<file path="config.mk">
export PLATFORM = sky130hd
export DESIGN_NAME = ray_dispatcher
export DESIGN_NICKNAME = d
export VERILOG_FILES = /design/src/rtl/ray_dispatcher.sv
export SDC_FILE = /design/constraint.sdc
export NUM_CORES = 1
export LEC_CHECK = 0
export CAP_MARGIN = 10
export CORE_ASPECT_RATIO = 0.7
export CORE_MARGIN = 2
export CORE_UTILIZATION = 55
export CTS_BUF_LIST = sky130_fd_sc_hd__clkbuf_16
export DETAILED_ROUTE_END_ITERATION = 8
export GPL_TIMING_DRIVEN = 0
export HOLD_SLACK_MARGIN = 0.15
export PLACE_DENSITY = 0.8
export SETUP_SLACK_MARGIN = 0.5
export SLEW_MARGIN = 10
export SYNTH_ARGS = -nofsm -noshare
export SYNTH_HDL_FRONTEND = slang
export SYNTH_SLANG_ARGS = --single-unit
</file>
<file path="constraint.sdc">
create_clock -name clk -period 3.9 [get_ports clk]
set_input_delay 0.78 -clock clk [delete_from_list [all_inputs] [get_ports clk]]
set_output_delay 0.78 -clock clk [all_outputs]
set_load 0.005 [all_outputs]
</file>
<file path="src/rtl/ray_dispatcher.sv">
// Ray-index dispatcher: hands frame indices 0..NUM_RAYS-1 to NUM_LANES ray-cast lanes,
// tracks per-lane busy state from issue/done handshakes and signals frame completion.
module ray_dispatcher #(
  parameter int NUM_RAYS  = 640,
  parameter int NUM_LANES = 2,
  parameter int IDX_W     = 10
) (
  input  logic                       clk,
  input  logic                       reset,
  input  logic                       frame_start,
  input  logic                       auto_restart,
  input  logic [NUM_LANES-1:0]       lane_done,
  output logic [NUM_LANES-1:0]       issue_valid,
  output logic [NUM_LANES*IDX_W-1:0] issue_index,
  output logic                       frame_busy,
  output logic                       frame_done,
  output logic                       start_dropped
);

  typedef enum logic [1:0] {IDLE, DISPATCH, DRAIN} state_t;

  localparam logic [IDX_W-1:0] LAST_INDEX = IDX_W'(NUM_RAYS - 1);

  state_t               state;
  logic [IDX_W-1:0]     next_index;
  logic [NUM_LANES-1:0] lane_busy;
  logic [NUM_LANES-1:0] free_lanes;
  logic [NUM_LANES-1:0] pick;

  // Lowest free lane as a one-hot vector; selection uses the registered busy
  // state, so a lane released this cycle is only eligible next cycle.
  always_comb begin
    free_lanes = ~lane_busy;
    pick       = free_lanes & (~free_lanes + NUM_LANES'(1));
  end

  always_ff @(posedge clk or posedge reset) begin
    if (reset) begin
      state         <= IDLE;
      next_index    <= '0;
      lane_busy     <= '0;
      issue_valid   <= '0;
      issue_index   <= '0;
      frame_busy    <= 1'b0;
      frame_done    <= 1'b0;
      start_dropped <= 1'b0;
    end else begin
      issue_valid   <= '0;
      frame_done    <= 1'b0;
      // A start landing on the completion pulse is dropped as well.
      start_dropped <= frame_start && (frame_busy || frame_done);
      lane_busy     <= lane_busy & ~lane_done;

      case (state)
        IDLE: begin
          if (frame_start && !frame_done) begin
            state      <= DISPATCH;
            next_index <= '0;
            frame_busy <= 1'b1;
          end
        end

        DISPATCH: begin
          if (|pick) begin
            issue_valid <= pick;
            lane_busy   <= (lane_busy & ~lane_done) | pick;
            for (int unsigned i = 0; i < NUM_LANES; i++) begin
              if (pick[i]) issue_index[i*IDX_W +: IDX_W] <= next_index;
            end
            next_index <= next_index + IDX_W'(1);
            if (next_index == LAST_INDEX) state <= DRAIN;
          end
        end

        DRAIN: begin
          if (lane_busy == '0) begin
            frame_done <= 1'b1;
            if (auto_restart) begin
              state      <= DISPATCH;
              next_index <= '0;
            end else begin
              state      <= IDLE;
              frame_busy <= 1'b0;
            end
          end
        end

        default: state <= IDLE;
      endcase
    end
  end

endmodule

</file>
## Yosys cells after proc, flatten, opt, wreduce, memory -nomap -nowiden

Index checks and enable logic that the tools add are counted.

| cells by class | value |
|---|---|
| add/subtract/negate cells | 2 |
| bitwise operators | 6 |
| reduce and logical (&&, ||, !) cells | 14 |
| eq/ne operators | 9 |
| mux-type cells | 21 |

Operators with widths:

| cell | count |
|---|---|
| 2-to-1 mux 10 bit | 4 |
| one-hot mux 10 bit (3 select lines) | 1 |
| 2-to-1 mux 2 bit | 8 |
| inequality test 2 bit (second input constant) | 6 |
| adder 10 x 1 -> 10 bit (second input constant) | 1 |
| == test 10 bit (second input constant) | 1 |
| AND reduction 4 bit | 2 |
| 2-to-1 mux 1 bit | 6 |
| NOT 2 bit | 3 |
| one-hot mux 2 bit (3 select lines) | 1 |
| AND reduction 3 bit | 2 |
| AND reduction 5 bit | 1 |
| AND 2 bit | 2 |
| zero test 2 bit | 2 |
| nonzero test 3 bit | 1 |
| adder 2 x 1 -> 2 bit (second input constant) | 1 |
| == test 2 x 1 -> 1 bit (second input constant) | 1 |
| == test 2 bit (second input constant) | 1 |
| logical AND 1 bit | 2 |
| OR 2 bit | 1 |
| one-hot mux 1 bit (2 select lines) | 1 |
| nonzero test 2 bit | 1 |
| OR reduction 2 bit | 1 |
| zero test 1 bit | 1 |
| logical OR 1 bit | 1 |

| storage, ports and cells | value |
|---|---|
| bits in registers | 39 |
| output and inout bits | 25 |
| bits of input ports | 6 |
| word-level logic and storage cells | 61 |

## Logic depth before layout (Yosys ltp)

Gate-level depths: netlist of run 1.

| depth | value |
|---|---|
| word-level depth | 7 |
| gate-level depth with buffers | 6 |
| mapped depth without buffers | 5 |

## Worst setup path after synthesis of run 1

Ideal clock, no wire load.

| timing | value |
|---|---|
| kind | input -> register |
| from | input port frame_start |
| to | register next_index[5] |
| data required time | 3821 ps |
| path buffers | 0 |
| library setup time | 79 ps |
| stages on the path | 4 |
| setup slack | 2255 ps |
| arrival | 1566 ps |
| cells stage by stage | nor4b_2 a21oi_4 a211oi_2 mux2i_1 |

| between the ends | value |
|---|---|
| cells in the longest elaborated chain, start to end | 3 |

RTL lines:

| what | line | text |
|---|---|---|
| start: declaration | 10 | `input logic frame_start,` |
| logical AND 1 bit | 56 | `if (frame_start && !frame_done) begin` |
| inequality test 2 bit (no line) | - |  |
| AND reduction 5 bit (no line) | - |  |
| end signal: assignment | 70 | `next_index <= next_index + IDX_W'(1);` |
| end: declaration | 25 | `logic [IDX_W-1:0] next_index;` |

No other way between the ends.
A chain may end at the register's enable or synchronous reset.

## Worst setup path in the final report of run 1

Ends and elaborated chain as after synthesis.

==> out/metrics.csv, run 1 <==
metric,value,unit
status,completed,
wl_met2,1786,um
end_kind,flop,
cts_tree,done,
synth_top_flop_cell,dfrtp_1,
yosysWarnings,0,
portBuffers,30,
drt_iter0_markers,89,
slowest_delay,530,ps
post-route-min-period,2139,ps
antenna_found_initial,0,
num_rows,17,
start_kind,primary input,
path_delay_family,buffers and inverters,
dpl_worst_slack,1580,ps
clock_latency,280,ps
crit_buf_inv,1,
rsz0062_at_grt,false,
grtUsageTotal,0.2208,
synth_nets,146,
worstMarginPinSlew,786.0,ps
wl_met1,1591,um
ctsResizeCount,0,
fin_skew,4.779,ps
hp-class,flop to flop,
maxCapViolations,0,
grt_pass1_wl,6009,um
ctsHtreeMaxLevel,2,
postSynthAreaPerCell,13.08,um2
hold_slack,507.2,ps
postCtsHoldBufs,0,
setup_tns,0,ps
cts_root_buf,clkbuf_16,
grt_max_degree,40,
postRouteAntennaNets,0,
dieHeight,52.10,um
numCtsBuffers,5,
top_layer_used,met4,
synth_top_area_cell,dfrtp_1,
drc_errors,0,
synth_common_cells,"39 x dfrtp_1, 20 x mux2_2, 12 x nand2_1",
drt_pass1_iterations,4,
start_util,0.5775,
max_freq,467.6,MHz
cts.path.max_buffers,2,
grt_pass1_vias,1190,
setup_slack,1761,ps
peakVddDrop,0.0003522,V
synth.most_common_cell,dfrtp_1,
syn2layout_area_growth,26.63,%
diodes,0,
synth_edf_count,0,
syn_area,0.001818,mm2
core-area,0.003148,mm2
met3WireLength,206,um
maxSlewViolCount,0,
num_io_pins,31,
wirelength,3638,um
required,4100,ps
vias_per_cell,5.712,
p_leak,1.024,nW
clock-sinks,39,
finalCritPeriodShare,0.5484,
synth_area_leaders,"dfrtp_1 54%, mux2_2 12%, mux2i_1 5.0%",
crit_type,primary input to flop,
path_cells,clkdlybuf4s50_1 > nor4b_2 > a21oi_4 > a211oi_2 > mux2i_1,
ys_seq_area_frac,0.5368,
synth_top_area_frac,0.5368,
power_density,602.5,mW/mm2
cp_slowest_cell,clkdlybuf4s50_1,
finalPower,1.387,mW
layout.nets,183,
synthCells,139,
ys_types,38,
drive_gt1_frac,0.2486,
die_area,0.003788,mm2
routedWlPerCell,16.92,um
relSlewSlack,0.4752,
crit_arrival,2340,ps
hpwl,2388,um
crit_fanout,10,
globalplace.congestion,0.8047,
finalHoldViolations,0,
die_w,72.72,um
grt.overflow.total,0,
clk_pin_slew_worst_paths,50,ps
setup_viol_count_final,0,
async_flop_share,1.000,
vias,1228,
post_cts_buffers,0,
synth_seq_cells,39,
==> registers in the layout, summed over array words and instances, names as in the netlist <==
register       flops
frame_busy         1
issue_valid        2
issue_index       20
state              2
next_index        10
start_dropped      1
lane_busy          2
frame_done         1
==> where the power goes <==
part	internal [mW]	total (mW)	switching, mW	leakage (nW)
Combinational	0.255	0.405	0.150	0.452
Clock	0.230	0.378	0.148	0.0701
Sequential	0.508	0.605	0.0973	0.502
Total	0.992	1.39	0.395	1.02
==> area by class of cell <==
type	count	area, um2
sequential	39	975.9
multi-input combinational	93	793.3
clock inverter	3	11.26
inverter	3	11.26
clock buffer	5	125.1
timing repair buffer	30	300.3
buffer	4	37.54
tap	38	47.55
fill	211	845.8
==> routing by layer <==
metal	up-vias	GRT usage
li1	572	-
met1	612	0.2917
met2	37	0.3424
met3	7	0.06589
met4	0	0.08951
met5	-	0
==> cells in the final DEF, fill, tap and decap left out, types with 2 or more instances in the layout <==
cell	count
nand4_1	3
clkinv_1	2
clkdlybuf4s50_1	30
or2b_1	7
clkbuf_16	5
buf_6	2
nor2_1	2
nor3b_1	2
a21oi_1	6
a211oi_2	2
inv_1	3
mux2_2	20
mux2i_1	9
nand3_1	3
buf_4	2
dfrtp_1	39
nand2b_1	2
nand2_1	12
o21ai_0	3
==> worst paths after layout <==
path	from	end	slack, ps	cells past startpoint
min in group asynchronous	reset	frame_busy	970	2
worst min register to register	issue_index[3]	issue_index[3]	510	1
worst max register to register	state[0]	next_index[5]	2190	4
worst min-delay path	issue_index[3]	issue_index[3]	510	1
worst max-delay path	frame_start	next_index[5]	1760	5
max in group asynchronous	reset	lane_busy[0]	2420	2
==> metrics by stage <==
| stage | area, um2 | utilization | instances |
|---|---|---|---|
| 2_1_floorplan | 1818 | - | 139 |
| 3_3_place_gp | 2166 | 0.6880 | 207 |
| 3_5_place_dp | 2166 | 0.6880 | 207 |
| 4_1_cts | 2302 | 0.7313 | 215 |
| 5_1_grt | 2302 | 0.7313 | 215 |
| 6_report | 2302 | 0.7313 | 215 |
==> logic make-up (layout without fill, tap and decap cells) <==
| group | count (synthesis) | in the layout | synth area share |
|---|---|---|---|
| AND/OR/NAND/NOR | 43 | 43 | 0.1659 |
| multiplexers | 29 | 29 | 0.1734 |
| buffers and inverters | 7 | 45 | 0.02684 |
| flip-flops | 39 | 39 | 0.5368 |
| AO/OA/AOI/OAI | 20 | 20 | 0.09017 |
| adder cells (fa/ha/maj) | 1 | 1 | 0.006881 |
Power figures use the tool's default switching activity.
==> inputs of run 2 (changes only) <==
--- a/config.mk
+++ b/config.mk
@@ -8,12 +8,12 @@
 export CAP_MARGIN = 10
 export CORE_ASPECT_RATIO = 0.7
 export CORE_MARGIN = 2
-export CORE_UTILIZATION = 55
+export CORE_UTILIZATION = 47
 export CTS_BUF_LIST = sky130_fd_sc_hd__clkbuf_16
 export DETAILED_ROUTE_END_ITERATION = 8
 export GPL_TIMING_DRIVEN = 0
 export HOLD_SLACK_MARGIN = 0.15
-export PLACE_DENSITY = 0.8
+export PLACE_DENSITY = 0.73
 export SETUP_SLACK_MARGIN = 0.5
 export SLEW_MARGIN = 10
 export SYNTH_ARGS = -nofsm -noshare
==> constraint.sdc (replaced) <==
create_clock -name clk -period 1.9 [get_ports clk]
set_input_delay 0.38 -clock clk [delete_from_list [all_inputs] [get_ports clk]]
set_output_delay 0.38 -clock clk [all_outputs]
set_load 0.005 [all_outputs]
==> run 2 against run 1 <==
  * Utilization grew 1.5 points
  * Flip-flop and latch count is the same
  * Worst hold slack lost 97 ps
  * Clock power grew 110%
  * Highest routed layer unchanged
  * Clock skew grew 1.3 ps
  * Final cell count grew 21%
  * Via count grew 18%
  * Largest power group unchanged
  * Clock-buffer cell count is the same
  * Routed wire length grew 28%
  * Worst setup slack lost 1500 ps
  * Global-route usage shrank 0.94 points
  * First-iteration DRC count grew 11%
==> out/metrics.csv, run 2 (synthesis results as in run 1) <==
metric,value,unit
max_freq,598.4,MHz
crit_type,flop to flop,
cts_root_buf,clkbuf_16,
drc_errors,0,
portBuffers,30,
layout.nets,216,
dp.cells,219,
grt_pass1_vias,1474,
drive_gt1_frac,0.4190,
crit_arrival,1860,ps
drt_iter0_markers,99,
dpl_worst_slack,32.00,ps
syn2layout_area_growth,47.97,%
worstMarginPinSlew,808.2,ps
grt_pass1_wl,7086,um
relSlewSlack,0.4604,
crit_fanout,8,
dpl_cell_area,0.002227,mm2
clk_pin_slew_worst_paths,60,ps
vias,1447,
globalplace.congestion,0.7440,
clock_latency,280,ps
peakVddDrop,0.0009336,V
vias_per_cell,5.565,
grt_max_degree,40,
required,2090,ps
power_density,1133,mW/mm2
cts.path.max_buffers,2,
num_io_pins,31,
fin_area,0.002690,mm2
grtUsageTotal,0.2114,
finalPower,3.048,mW
die_w,78.34,um
largest_register,issue_index,
hp-class,primary input to flop,
stdcell_count,260,
postCtsHoldBufs,0,
numCtsBuffers,5,
p_leak,1.338,nW
cts_tree,done,
diodes,0,
routedWlPerCell,17.92,um
antenna_found_initial,0,
r2r_slack,230,ps
clock-sinks,39,
reg_top3,"issue_index x20, next_index x10",
drt_pass1_iterations,4,
start_kind,flop,
mostFrequentLayoutCells,"34 x dfrtp_1, 25 x dlygate4sd2_1, 25 x buf_4",
final_common_cell,dfrtp_1,
maxCapViolations,0,
maxSlewViolCount,0,
status,completed,
hold_slack,410.7,ps
post-route-min-period,1671,ps
start_util,0.5045,
dieHeight,56.04,um
hpwl,2353,um
largest_reg_flops,20,
fin_skew,6.096,ps
rsz0062_at_grt,true,
postRouteAntennaNets,0,
core-area,0.003603,mm2
setup_slack,228.9,ps
num_rows,18,
finalCritPeriodShare,0.8795,
end_kind,flop,
wirelength,4660,um
setup_viol_count_final,0,
reg2reg_depth,5,
grt.overflow.total,0,
hold_depth,2,
fillers,256,
die_area,0.004390,mm2
finalHoldViolations,0,
ctsHtreeMaxLevel,2,
## run 2: cell count changes in the layout (fill, tap and decap cells not counted), moves of 5 or more
cell	previous run	this run
dfrtp_2	0	5
dlygate4sd2_1	0	25
buf_4	2	25
buf_6	2	9
clkdlybuf4s50_1	30	3
mux2_4	0	10
dfrtp_1	39	34
mux2_2	20	10
## run 2: timing repair
item | 4_1_cts | 5_1_grt
gates cloned | 3 | 2
gates resized for setup | 41 | 15
pin swaps | 4 | 7
endpoints found under the setup margin | 54 | 35
buffers inserted | 23 | 5
## run 2: path summary, 6_finish.rpt
check	startpoint	to
worst max-delay path	lane_busy[1]	next_index[7]
max in group asynchronous	reset	lane_busy[1]
worst min register to register	issue_index[4]	issue_index[4]
min in group asynchronous	reset	issue_index[11]
worst min-delay path	frame_start	start_dropped
worst max register to register	lane_busy[1]	next_index[7]
## run 2: metal layers
| metal | GRT usage | vias up | share of wire |
|---|---|---|---|
| met4 | 0.09524 | 0 | 0.029 |
| li1 | - | 641 | - |
| met5 | 0 | - | 0 |
| met1 | 0.2800 | 727 | 0.44 |
| met2 | 0.3325 | 60 | 0.48 |
| met3 | 0.04870 | 19 | 0.055 |
## run 2: critical path, stage by stage, from the launching register on
cell and delay [ps]:
dfrtp_2 520, nor4b_4 250, buf_6 170, nand2_2 100, a21oi_1 240, mux2i_1 290
## run 2: power by group
group / switching, mW / total [mW] / internal [mW] / leakage, nW
sequential: 0.207 / 1.25 / 1.05 / 0.496
clock: 0.309 / 0.781 / 0.472 / 0.0701
combinational: 0.402 / 1.01 / 0.612 / 0.772
## run 2: area by class of cell
cell class / instances / area [um2] / share of cell area
sequential: 39 / 982.2 / 0.3651
multi-input combinational: 95 / 929.6 / 0.3456
timing repair buffer: 61 / 523.0 / 0.1944
clock buffer: 5 / 125.1 / 0.04651
tap: 50 / 62.56 / 0.02326
buffer: 4 / 45.04 / 0.01674
clock inverter: 3 / 11.26 / 0.004186
inverter: 3 / 11.26 / 0.004186
## run 2: stage by stage
step	setup TNS [ps]	util
2_1_floorplan	0	-
3_3_place_gp	-4694	0.6181
3_5_place_dp	0	0.6181
4_1_cts	0	0.7174
5_1_grt	0	0.7465
6_report	0	0.7465
==> inputs of run 3 (changes only) <==
--- a/config.mk
+++ b/config.mk
@@ -7,7 +7,6 @@
 export LEC_CHECK = 0
 export CAP_MARGIN = 10
 export CORE_ASPECT_RATIO = 0.7
-export CORE_MARGIN = 2
 export CORE_UTILIZATION = 47
 export CTS_BUF_LIST = sky130_fd_sc_hd__clkbuf_16
 export DETAILED_ROUTE_END_ITERATION = 8
==> run 3 against run 2 <==
  * Critical path depth fell by 1
  * Clock power rose by 18%
  * Routed wire length rose by 5.9%
  * Die area fell by 6.0%
  * Critical path type unchanged
  * Sequential power barely moved
  * Combinational power rose by 11%
  * Sequential share of layout area fell by 1.4 points
  * Final cell count did not move
  * Largest power group unchanged
==> out/metrics.csv, run 3 (synthesis results as in run 1) <==
metric,value,unit
syn2layout_area_growth,53.82,%
maxSlewViolCount,0,
rr_endpoint,next_index[8],
start_util,0.5045,
finalHoldViolations,0,
mostFrequentLayoutCells,"35 x dfrtp_1, 24 x dlygate4sd2_1, 21 x buf_4",
ctsHtreeMaxLevel,2,
vias_per_cell,5.688,
postCtsHoldBufs,0,
worstMarginPinSlew,797.1,ps
grtUsageTotal,0.2365,
hpwl,2421,um
final_common_cell,dfrtp_1,
clock_latency,280,ps
required,2090,ps
power_density,1182,mW/mm2
clk_pin_slew_worst_paths,60,ps
die_area,0.004125,mm2
drive_gt1_frac,0.4476,
grt_pass1_vias,1421,
maxCapViolations,0,
wirelength,4937,um
setup_slack,249.9,ps
routedWlPerCell,18.99,um
vias,1479,
portBuffers,30,
crit_type,flop to flop,
max_freq,606.0,MHz
reg2reg_depth,4,
crit_arrival,1840,ps
grt_pass1_wl,7093,um
status,completed,
postRouteAntennaNets,0,
diodes,0,
drt_pass1_iterations,4,
rsz0062_at_grt,true,
grt_use_met1,0.2970,
num_rows,18,
globalplace.congestion,0.7824,
p_leak,1.397,nW
hold_end,start_dropped,
clock-sinks,39,
post-route-min-period,1650,ps
drc_errors,0,
largest_register,issue_index,
peakVddDrop,0.0008255,V
layout.nets,216,
seq_area,980.9,um2
cts_tree,done,
dieHeight,54.04,um
hold_depth,2,
num_io_pins,31,
core-area,0.003603,mm2
die_w,76.34,um
fin_skew,4.766,ps
met2_usage,0.4024,
antenna_found_initial,0,
cts.path.max_buffers,2,
grt.overflow.total,0,
use_met3,0.04746,
start_kind,flop,
multi_input_area,996.0,um2
setup_tns,0,ps
gr-max-usage-layer,met2,
r2r_slack,250,ps
largest_reg_flops,20,
reg2reg_from,state[0],
hold_start,frame_start,
grt_max_degree,40,
fin_util,0.7760,
end_kind,flop,
reg_top3,"issue_index x20, next_index x10",
hp-class,primary input to flop,
relSlewSlack,0.4678,
cts_root_buf,clkbuf_16,
numCtsBuffers,5,
crit_fanout,6,
setup_viol_count_final,0,
drt_iter0_markers,89,
fillers,197,
dpl_worst_slack,-6.405,ps
finalCritPeriodShare,0.8685,
==> run 3: changes by cell type in the layout (fill, tap and decap cells not counted), moves of 2 or more <==
cell	change
mux2_2	-10
mux2_4	+10
buf_4	-4
buf_6	+4
nand2_2	+3
a211oi_2	+2
a211oi_4	-2
nand2_1	-2
==> run 3: worst max-delay path, stage by stage, from the launching register on <==
cell     delay, ps
dfrtp_2        470
nor4b_4        430
nand2_2        190
a21oi_2        210
mux2i_1        260
==> run 3: timing repair <==
item                                    CTS  global route
gates cloned                              4             2
setup buffers                            20             7
gates resized for setup                  45            31
pin swaps                                 5            13
endpoints found under the setup margin   53            35
hold endpoints to repair                  0             0
==> run 3: report_power, final <==
group	internal (mW)	total (mW)	switching, mW
combinational	0.706	1.12	0.413
clock	0.611	0.921	0.310
sequential	1.04	1.26	0.221
==> run 3: cell type report <==
class | count | share of cell area
multi-input combinational | 96 | 0.3562
clock inverter | 3 | 0.01387
timing repair buffer | 60 | 0.1919
inverter | 3 | 0.004027
tap | 50 | 0.02237
buffer | 4 | 0.01611
sequential | 39 | 0.3508
clock buffer | 5 | 0.04474
==> run 3: worst max path at each step <==
stage                 start         endpoint  slack (ps)  cells past startpoint
2_1_floorplan      state[1]  issue_index[10]         460                      4
3_3_place_gp          reset         state[1]        -230                      2
3_5_place_dp   auto_restart    next_index[2]          -6                      6
4_1_cts            state[0]    next_index[5]         320                      4
5_1_grt            state[0]    next_index[5]         230                      6
6_report           state[0]    next_index[8]         250                      4
==> run 3: stage by stage <==
step	total power, mW	hold WS [ps]	instances	cell area [um2]
3_5_place_dp	2.141	493.4	219	2227
6_report	3.304	430.5	260	2796
3_3_place_gp	2.092	489.5	219	2227
4_1_cts	3.192	505.0	251	2606
2_1_floorplan	1.718	473.1	139	1864
5_1_grt	3.458	444.2	260	2796
==> run 3: metal layers <==
metal | routed length, um | share of wire
met1 | 2130 | 0.43
met2 | 2307 | 0.47
met3 | 299 | 0.061
met4 | 199 | 0.040
met5 | 0 | 0
